### config.mk
export PLATFORM = sky130hd
export DESIGN_NAME = shift_load_ctrl
export DESIGN_NICKNAME = d
export VERILOG_FILES = /design/src/rtl/shifter_pkg.sv /design/src/rtl/shift_counter.sv /design/src/rtl/shift_load_ctrl.sv
export SDC_FILE = /design/constraint.sdc
export NUM_CORES = 1
export LEC_CHECK = 0
export ABC_AREA = 1
export CAP_MARGIN = 20
export CORE_MARGIN = 10
export CORE_UTILIZATION = 45
export DETAILED_ROUTE_END_ITERATION = 7
export PLACE_DENSITY_LB_ADDON = 0.25
export SYNTH_ARGS = -nofsm -noshare
export SYNTH_HDL_FRONTEND = slang
export SYNTH_SLANG_ARGS = --single-unit
### constraint.sdc
create_clock -name clock -period 2.2 [get_ports clock]
set_input_delay 0.44 -clock clock [delete_from_list [all_inputs] [get_ports clock]]
set_output_delay 0.44 -clock clock [all_outputs]
set_load 0.005 [all_outputs]
### src/rtl/shifter_pkg.sv
// shifter_pkg: shared state encoding and default width for the load/rotate shifter control slice.
package shifter_pkg;
    localparam int SHIFTER_N = 8;
    typedef enum logic [1:0] {
        IDLE  = 2'd0,
        LOAD  = 2'd1,
        SHIFT = 2'd2,
        DONE  = 2'd3
    } state_t;
endpackage

### src/rtl/shift_counter.sv
// shift_counter: counts shift cycles; tc flags the last shift of a word (count == SHIFTS-1).
module shift_counter #(
    parameter int SHIFTS = 8
) (
    input  logic clock,
    input  logic reset,
    input  logic clr,
    input  logic en,
    output logic tc
);
    localparam int CNT_W = $clog2(SHIFTS + 1);
    logic [CNT_W-1:0] count;
    always_ff @(posedge clock or negedge reset)
        if (!reset) count <= '0;
        else if (clr) count <= '0;
        else if (en) count <= count + 1'b1;
    assign tc = count == CNT_W'(SHIFTS - 1);
endmodule

### src/rtl/shift_load_ctrl.sv
// shift_load_ctrl: accepts words over valid/ready, then drives one load cycle and SHIFTS shift cycles.
// Optional ROT_CHECK_EN adds shf_outp/rot_err to flag a full rotation that fails to restore the word.
module shift_load_ctrl
    import shifter_pkg::*;
#(
    parameter int N      = SHIFTER_N,
    parameter int SHIFTS = N
) (
    input  logic         clock,
    input  logic         reset,
    input  logic         in_valid,
    input  logic [N-1:0] in_data,
    output logic         in_ready,
    input  logic         stall,
    output logic [N-1:0] par_out,
    output logic         load,
    output logic         shift_ena,
    output logic         busy,
    output logic         done
`ifdef ROT_CHECK_EN
    ,
    input  logic [N-1:0] shf_outp,
    output logic         rot_err
`endif
);
    state_t state, state_nx;
    logic   accept, tc;
    assign accept = in_valid && in_ready;
    always_ff @(posedge clock or negedge reset)
        if (!reset) state <= IDLE;
        else state <= state_nx;
    always_ff @(posedge clock or negedge reset)
        if (!reset) par_out <= '0;
        else if (accept) par_out <= in_data;
    // Only shift_ena looks at an input (stall); everything else is pure state decode.
    always_comb begin
        state_nx  = state;
        in_ready  = 1'b0;
        load      = 1'b0;
        shift_ena = 1'b0;
        busy      = 1'b0;
        done      = 1'b0;
        case (state)
            IDLE: begin
                in_ready = 1'b1;
                state_nx = in_valid ? LOAD : IDLE;
            end
            LOAD: begin
                load      = 1'b1;
                shift_ena = 1'b1;
                busy      = 1'b1;
                state_nx  = SHIFT;
            end
            SHIFT: begin
                shift_ena = !stall;
                busy      = 1'b1;
                state_nx  = (tc && !stall) ? DONE : SHIFT;
            end
            DONE: begin
                done     = 1'b1;
                in_ready = 1'b1;
                state_nx = in_valid ? LOAD : IDLE;
            end
            default: state_nx = IDLE;
        endcase
    end
    // Counter parks on SHIFTS-1 at the last shift so it never wraps.
    shift_counter #(.SHIFTS(SHIFTS)) u_cnt (
        .clock (clock),
        .reset (reset),
        .clr   (state == LOAD),
        .en    (state == SHIFT && !stall && !tc),
        .tc    (tc)
    );
`ifdef ROT_CHECK_EN
    always_ff @(posedge clock or negedge reset)
        if (!reset) rot_err <= 1'b0;
        else if (state == DONE) rot_err <= (SHIFTS == N) && (shf_outp != par_out);
        else if (accept) rot_err <= 1'b0;
`endif
endmodule

==> reports/metrics.cfg <==
[layout]
num_antenna_cells=0
instances_no_fill=102
fillCellCount=90
nets=105
layout-drive-gt1-share_pct=25.29
ff_latch_area_um2=352.8
syn_to_final_growth_pct=49.34
multi_input_area_um2=311.5

[place]
routabilityCongestion=0.7508
hpwl_um=1105
portBuffers=24
dp_cells=98
preCtsSetupSlack_ns=0.08146

[synth]
synth_seq_cells=14
synthCells=59
ys_seq_area_share_pct=53.13
synthDistinctLibCells=13
synth_most_common_cell=dfrtp_1
avgSynthCellArea_um2=11.18
netlist_area_um2=659.4
yosys_warnings=0
yosysTopAreaCellShare_pct=53.13
async_flop_share_pct=100.0
synth_top_flop_cell=dfrtp_1
synth_area_leaders=dfrtp_1, mux2_2, ha_1, nand2_1, inv_1
synth_top_area_cell=dfrtp_1
synth_common_cells=dfrtp_1, nand2_1, mux2_2
syn-num-nets=76
synth_edf_count=0

[hold_path]
hp-class=flip-flop to flip-flop
whs_path_depth=1
hp-start=par_out[3]$_DFFE_PN0P_

[power]
p_leak_nw=0.4585
power_density_nw_per_um2=1343
vdd_drop_max_v=0.0008023

[cts]
cts-root-buf=clkbuf_4
cts.clk_slew.worst_paths_ns=0.08
cts_tree=done
htree_levels=1
clk_path_buf_depth=2
postCtsSetupRepairBufs=0
cts_hold_buf=0
cts.sinks=14
cts-buffers-inserted=3
insertion_delay_ns=0.27

[setup_path]
critPathMaxFanout=4
reg2reg_from=state[0]$_DFF_PN0_
endpoint=busy
criticalPathCategory=flip-flop to output port
r2r_end=par_out[6]$_DFFE_PN0P_
reg2reg_depth=4
regToRegSetupSlack_ns=0.74
end_kind=output port
critPathLaunchType=flip-flop
critical_path_required_ns=1.76
arrival_ns=1.67
startpoint=state[0]$_DFF_PN0_

[routing]
postRouteAntennaNets=0
wl_um=1436
dr.pass1.iters=4
wl_per_cell_um=14.08
drt_iter0_markers=11
vias_per_cell=4.971
drc_errors=0
vias=507

[global_routing]
grt_pass1_vias=528
grt_max_degree=15
grt_pass1_wl_um=2394
antenna_found_initial=0
gr-usage-all-layers_pct=8.975
grt-ovfl-total=0

[die]
floorplan.initialDensity_pct=49.44
rows=13
fp.coreArea_um2=1334
die_area_um2=3397
die_h_um=58.28
die_x_um=58.28
ioPinCount=25

[run]
maxCapViolCount=0

[timing]
finClkSkew_ns=0.003497
min_period_ns=2.108
final-setup-viol-count=0
rsz0062_at_grt=no
finalSetupTns_ns=0
timing.final.ws_setup_ns=0.09242
slew_violations=0
max_slew.worst_pin.slew_ns=0.5974
hold_viol=0
finalCritPeriodShare_pct=95.80
relSlewSlack_pct=60.05
maxClockFrequency_mhz=474.5

[outcome]
status=complete, no violations

[cells by family (layout without fill, tap and decap cells)]
logic type / count (synthesis) / after routing / synth area share (%)
AO/OA/AOI/OAI: 2 / 2 / 1.518
AND/OR/NAND/NOR: 24 / 24 / 18.79
buffers and inverters: 6 / 34 / 3.415
flip-flops: 14 / 14 / 53.13
multiplexers: 8 / 8 / 13.66
adder cells (fa/ha/maj): 5 / 5 / 9.488
[timing repair]
item	in CTS	in global routing
endpoints found under the setup margin	1	1
resized for setup	5	2
hold endpoints to repair	0	0
[registers in the layout (all words and copies together) (netlist names)]
name,flops
u_cnt.count,4
state,2
par_out,8
[layer usage]
metal / wire (um) / global-route usage, % / up-vias
met3: 128 / 4.793 / 2
met2: 723 / 15.33 / 15
li1: - / - / 253
met1: 573 / 8.696 / 237
met5: 0 / 0 / -
met4: 11 / 4.027 / 0
[cells in the final DEF (no fill, tap or decap)]
| cell type | instances |
|---|---|
| inv_1 | 5 |
| a21oi_1 | 2 |
| ha_4 | 2 |
| nand3_1 | 3 |
| nor2_2 | 1 |
| inv_2 | 1 |
| nor2_1 | 2 |
| nand2_2 | 1 |
| dfrtp_1 | 12 |
| clkbuf_8 | 1 |
| ha_1 | 3 |
| mux2_2 | 8 |
| or2_2 | 1 |
| dlymetal6s2s_1 | 1 |
| nand4_1 | 3 |
| dfrtp_2 | 2 |
| clkdlybuf4s50_1 | 23 |
| nand2_1 | 11 |
| nor2_4 | 2 |
| clkbuf_4 | 3 |
[layout make-up]
cell class                 instances  share of cell area (%)
tap                               15                   1.906
multi-input combinational         39                   31.64
inverter                           6                   2.287
timing repair buffer              24                   24.65
clock buffer                       4                   3.685
sequential                        14                   35.83
[critical path: stages, from the launching register on]
cell and delay (ns):
dfrtp_2 0.45, inv_1 0.13, ha_4 0.23, inv_1 0.07, clkdlybuf4s50_1 0.51
[metrics by stage]
stage / utilization, % / hold slack, ns / power (mW) / instance area, um^2
finish: 73.83 / 0.5093 / 1.323 / 984.7
global route: 73.83 / 0.5232 / 1.423 / 984.7
CTS: 73.55 / 0.5145 / 1.335 / 980.9
detailed placement: 68.86 / 0.4944 / 1.101 / 918.4
global placement: 68.86 / 0.4872 / 1.084 / 918.4
floorplan: - / 0.1444 / 0.7542 / 659.4
[power by group]
group / switching, mW / internal [mW] / leakage [nW]
Combinational: 0.256 / 0.416 / 0.269
Clock: 0.0817 / 0.101 / 0.0210
Sequential: 0.0896 / 0.379 / 0.168
[worst min-delay path by stage]
stage	slack, ns	endpoint
after CTS	0.51	par_out[3]$_DFFE_PN0P_
after global placement	0.49	par_out[5]$_DFFE_PN0P_
after global routing	0.52	par_out[3]$_DFFE_PN0P_
after detailed placement	0.49	par_out[3]$_DFFE_PN0P_
final	0.51	par_out[3]$_DFFE_PN0P_
after floorplan	0.14	par_out[0]$_DFFE_PN0P_
No activity file was read; power rests on OpenSTA's default activity.
==> RTL change 1, RTL diff (same flow settings) <==
Add a define of `ROT_CHECK_EN`.
--- a/src/rtl/shift_load_ctrl.sv
+++ b/src/rtl/shift_load_ctrl.sv
@@ -2,2 +2,4 @@
 // Optional ROT_CHECK_EN adds shf_outp/rot_err to flag a full rotation that fails to restore the word.
+`define ROT_CHECK_EN
+
 module shift_load_ctrl
Interface: changed (added rot_err and shf_outp); port bits go from 25 to 34. The function was not compared with the original's and may differ.
==> RTL change 1 against the original RTL <==
  * Die area is 16% higher
  * Design area increased by 28%
  * Total power up 13%
  * Worst setup slack gained 0.0081 ns
  * Via count rose by 49%
  * Sequential share of layout area decreased by 6.2 points
  * Routed wire length is 46% higher
  * Worst hold slack got worse by 0.034 ns
  * Sequential cell count grew 1
  * Area after synthesis increased by 26%
  * Non-clock buffer count increased by 14
  * Largest power group unchanged
  * Highest routed layer unchanged
==> RTL change 1: results (changes against the original RTL) <==
* Sequential fraction of the synthesis area at 45.3% (was 53.1%)
* DRT iter0 DRCs at 9 (was 11)
* WL final at 2090 µm (was 1440 µm)
* Global routing usage on met1 at 12.9% (was 8.70%)
* Clock Skew at 0.00337 ns (was 0.00350 ns)
* Tot GR Track Use at 11.0% (was 8.98%)
* Fillers at 153 (was 90)
* R2R Setup Slk at 0.69 ns (was 0.74 ns)
* Global-route wire length before repair at 3610 µm (was 2390 µm)
* Yosys cell types at 18 (was 13)
* Largest net degree at the start of global routing at 17 (was 15)
* Final Setup Violations at 0 (unchanged)
* Worst ir drop on vdd at 0.870 mV (was 0.802 mV)
* Worst-Margin Slew at 0.298 ns (was 0.597 ns)
* Cell area after placement at 0.00120 mm² (was 918 µm²)
* GPL Wtd Cong at 0.767 (was 0.751)
* Data arrival, critical path at 1.66 ns
* GR Util met3 at 4.30% (was 4.79%)
* Port bufs at 33 (was 24)
* Status: finished clean (unchanged)
* Vias at 755 (was 507)
* Met2 GRT Util at 17.8% (was 15.3%)
* DR WL/cell at 12.5 µm (was 14.1 µm)
* Syn avg cell area at 8.20 µm² (was 11.2 µm²)
* Number of global-route vias before repair at 806 (was 528)
* Post-DP HPWL at 1640 µm (was 1110 µm)
* Placed cells at 160 (was 98)
* Class of the worst hold path: input port to async pin (was register to register)
* Nets at 168 (was 105)
* Pleak at 0.000619 µW (was 0.000459 µW)
* Top cells by area, synth: dfrtp_1 (45%), nand2_1 (8.6%), nor2_1 (8.2%) (was dfrtp_1 (53%), mux2_2 (14%), ha_1 (9.5%))
RTL change 1: per-layer routing:
layer / vias up / part of all wire (%)
li1: 391 / -
met1: 341 / 44
met2: 21 / 49
met3: 2 / 6.1
met4: 0 / 0.48
met5: - / 0
RTL change 1: cell type report:
type,instances,area (µm²),area share [%]
inverter,18,67.6,5.34
clock inverter,1,5.00,0.396
tap,25,31.3,2.47
clock buffer,3,22.5,1.78
sequential,15,375,29.7
multi-input combinational,67,393,31.1
timing repair buffer,38,370,29.3
RTL change 1: what timing repair did:
| action | in CTS | in global routing |
|---|---|---|
| setup endpoints to repair | 1 | 1 |
| pin swaps | 0 | 0 |
| setup buffers | 3 | 0 |
| gates resized for setup | 2 | 1 |
RTL change 1: final timing paths:
path / startpoint / cells after the start / to
worst min register to register: par_out[4] / 1 / par_out[4]
min in group clock: par_out[4] / 1 / par_out[4]
max in group asynchronous: reset / 2 / u_cnt.count[0]
worst max-delay path: state[0] / 4 / done
worst min-delay path: reset / 2 / par_out[2]
worst max register to register: state[0] / 4 / par_out[4]
RTL change 1: through the flow:
stage               power, µW  hold WS, ns  util (%)  setup WS [ns]
floorplan                 908        0.144         -          0.819
global placement         1290        0.515      68.7          0.101
detailed placement       1310        0.528      68.7         0.0287
CTS                      1520        0.472      72.3        0.00222
global route             1640        0.476      72.5         0.0167
finish                   1490        0.475      72.5          0.101
RTL change 1: cell families after synthesis:
| family | count (synthesis) | share of synthesized area (%) |
|---|---|---|
| and+or+nand+nor | 43 | 21.4 |
| buffers and inverters | 19 | 8.76 |
| DFF | 15 | 45.3 |
| AOI/OAI and AO/OA | 14 | 11.0 |
| adders and majority gates | 5 | 7.55 |
| xor gates and xnor gates | 3 | 3.17 |
| muxes | 2 | 2.72 |
RTL change 1: power groups by stage:
stage	sequential [µW]	clock, µW	combinational, µW
after floorplan	514	0	394
after global placement	509	0	776
after detailed placement	517	0	793
after CTS	509	163	847
after global routing	528	184	928
final	509	156	829
RTL change 1: worst max-delay path: stages, from the launching register on:
cell and delay (ns):
dfrtp_1 0.41, buf_4 0.15, buf_4 0.12, ha_1 0.23
clkdlybuf4s50_1 0.47
==> RTL change 2, RTL diff (config.mk and constraints unchanged) <==
Made on the original files. Encoding of `state_t`: now one-hot (4 bits for 4 states).
--- a/src/rtl/shifter_pkg.sv
+++ b/src/rtl/shifter_pkg.sv
@@ -3,7 +3,7 @@
     localparam int SHIFTER_N = 8;
-    typedef enum logic [1:0] {
-        IDLE  = 2'd0,
-        LOAD  = 2'd1,
-        SHIFT = 2'd2,
-        DONE  = 2'd3
+    typedef enum logic [3:0] {
+        IDLE  = 4'b0001,
+        LOAD  = 4'b0010,
+        SHIFT = 4'b0100,
+        DONE  = 4'b1000
     } state_t;
Behaviour: no difference found for any inputs over 10 cycles, from zero or initial values and one cycle with reset low; not proved beyond that.
==> RTL change 2 against the original RTL <==
  * Count of clock-buffer cells in the layout stayed put
  * Total power is 7.2% lower
  * Clock power is 10% lower
  * First-iteration DRC count is 45% higher
  * Sequential share of layout area is 0.52 points higher
  * Sequential cell count is 2 higher
  * Design area is 12% higher
  * Worst setup slack worse by 0.0013 ns
  * Area after synthesis is 18% higher
  * Routed wire length is 31% higher
  * Critical path depth stayed put
  * Clock skew is 0.0042 ns higher
  * Largest cell class unchanged
==> RTL change 2: results (changes against the original RTL) <==
* Status: finished clean (unchanged)
* Register area at 402 µm² (was 353 µm²)
* Comb_multi_in at 67 (was 39)
* DRT iter0 DRCs at 16 (was 11)
* Clock Skew at 0.00769 ns (was 0.00350 ns)
* Seq_cells at 16 (was 14)
* Instance count of the mapped netlist at 94 (was 59)
* Share of cells above drive strength 1 at 17.5% (was 25.3%)
* WL final at 1880 µm (was 1440 µm)
* Number of global-route vias before repair at 699 (was 528)
* Regs by FF count: par_out x8, state x4, u_cnt.count x4 (was par_out x8, u_cnt.count x4, state x2)
* Worst-Margin Slew at 0.383 ns (was 0.597 ns)
* Class of the worst hold path: input port to async pin (was register to register)
* Pleak at 0.000565 µW (was 0.000459 µW)
* Xor and xnor area share after synthesis at 1.13% (was 0%)
* Top cells by area, synth: dfrtp_1 (48%), nand2_1 (14%), nand3_1 (9.6%) (was dfrtp_1 (53%), mux2_2 (14%), ha_1 (9.5%))
* Post-DP HPWL at 1390 µm (was 1110 µm)
* Fillers at 138 (was 90)
* CP max FO at 7 (was 4)
* Tot GR Track Use at 10.8% (was 8.98%)
* Syn Nets at 107 (was 76)
* Placed cells at 134 (was 98)
* Top post-synthesis cells by count: nand2_1 (29), dfrtp_1 (15), nand3_1 (15) (was dfrtp_1 (14), nand2_1 (11), mux2_2 (8))
* Worst ir drop on vdd at 0.757 mV (was 0.802 mV)
* Adder-Cell Fraction of Synth Area at 1.61% (was 9.49%)
* Slowest cell delay on critical path at 0.53 ns (was 0.51 ns)
* Vias per inst at 5.01 (was 4.97)
* Register clock-pin slew on the reported worst setup and hold paths at 0.10 ns (was 0.08 ns)
* Yosys cell types at 17 (was 13)
* Non-clock buffer count in the final layout at 29 (was 24)
* GPL Wtd Cong at 0.775 (was 0.751)
* Nets at 140 (was 105)
* Inverters at 10 (was 6)
* Largest net degree at the start of global routing at 17 (was 15)
* DRT Pass-1 Iters at 4 (unchanged)
* Synth Area in Compound Gates at 1.93% (was 1.52%)
* Buffering overhead at 25.1% (was 24.7%)
## RTL change 2: changes by cell type after synthesis, sizes merged, moves of 4 or more
cell	unedited run	this run
nand2	12	33
nand3	3	18
mux2	8	0
nor2	5	11
ha	5	1
inv	6	10
## RTL change 2: stage by stage
| stage | hold WS [ns] | area [µm²] |
|---|---|---|
| 5_1_grt | 0.480 | 1100 |
| 2_1_floorplan | 0.144 | 778 |
| 3_3_place_gp | 0.455 | 1040 |
| 4_1_cts | 0.463 | 1070 |
| 3_5_place_dp | 0.462 | 1040 |
| 6_report | 0.462 | 1100 |
## RTL change 2: metal layers
layer	share of wire [%]	vias to the layer above	wire [µm]	track usage (%)
met4	0.48	0	9	2.87
met5	0	-	0	0
met3	8.6	2	162	4.73
met2	49	20	924	18.0
li1	-	357	-	-
met1	42	332	781	12.4
## RTL change 2: cell families (layout without fill, tap and decap cells)
logic type / after synthesis / count (layout)
simple gates: 62 / 62
buf+inv: 11 / 43
compound gates: 3 / 3
flops: 16 / 16
xor+xnor: 1 / 1
fa+ha+maj: 1 / 1
## RTL change 2: repair_timing
action / CTS / global route
buffers inserted: 0 / 4
endpoints found under the setup margin: 0 / 3
resized for setup: 0 / 2
## RTL change 2: path summary, 6_finish.rpt
| kind | end | slack (ns) | from |
|---|---|---|---|
| hold reg to reg | par_out[2] | 0.48 | par_out[2] |
| setup / recovery | busy | 0.09 | state[2] |
| hold / removal | par_out[6] | 0.46 | reset |
| max in group asynchronous | state[0] | 1.48 | reset |
| min in group clock | par_out[2] | 0.48 | par_out[2] |
| setup reg to reg | u_cnt.count[0] | 0.92 | u_cnt.count[0] |
## RTL change 2: power by group
group	internal (µW)	switching, µW	total, µW
logic	301	271	572
registers	410	83.1	493
clock network	70.3	92.6	163
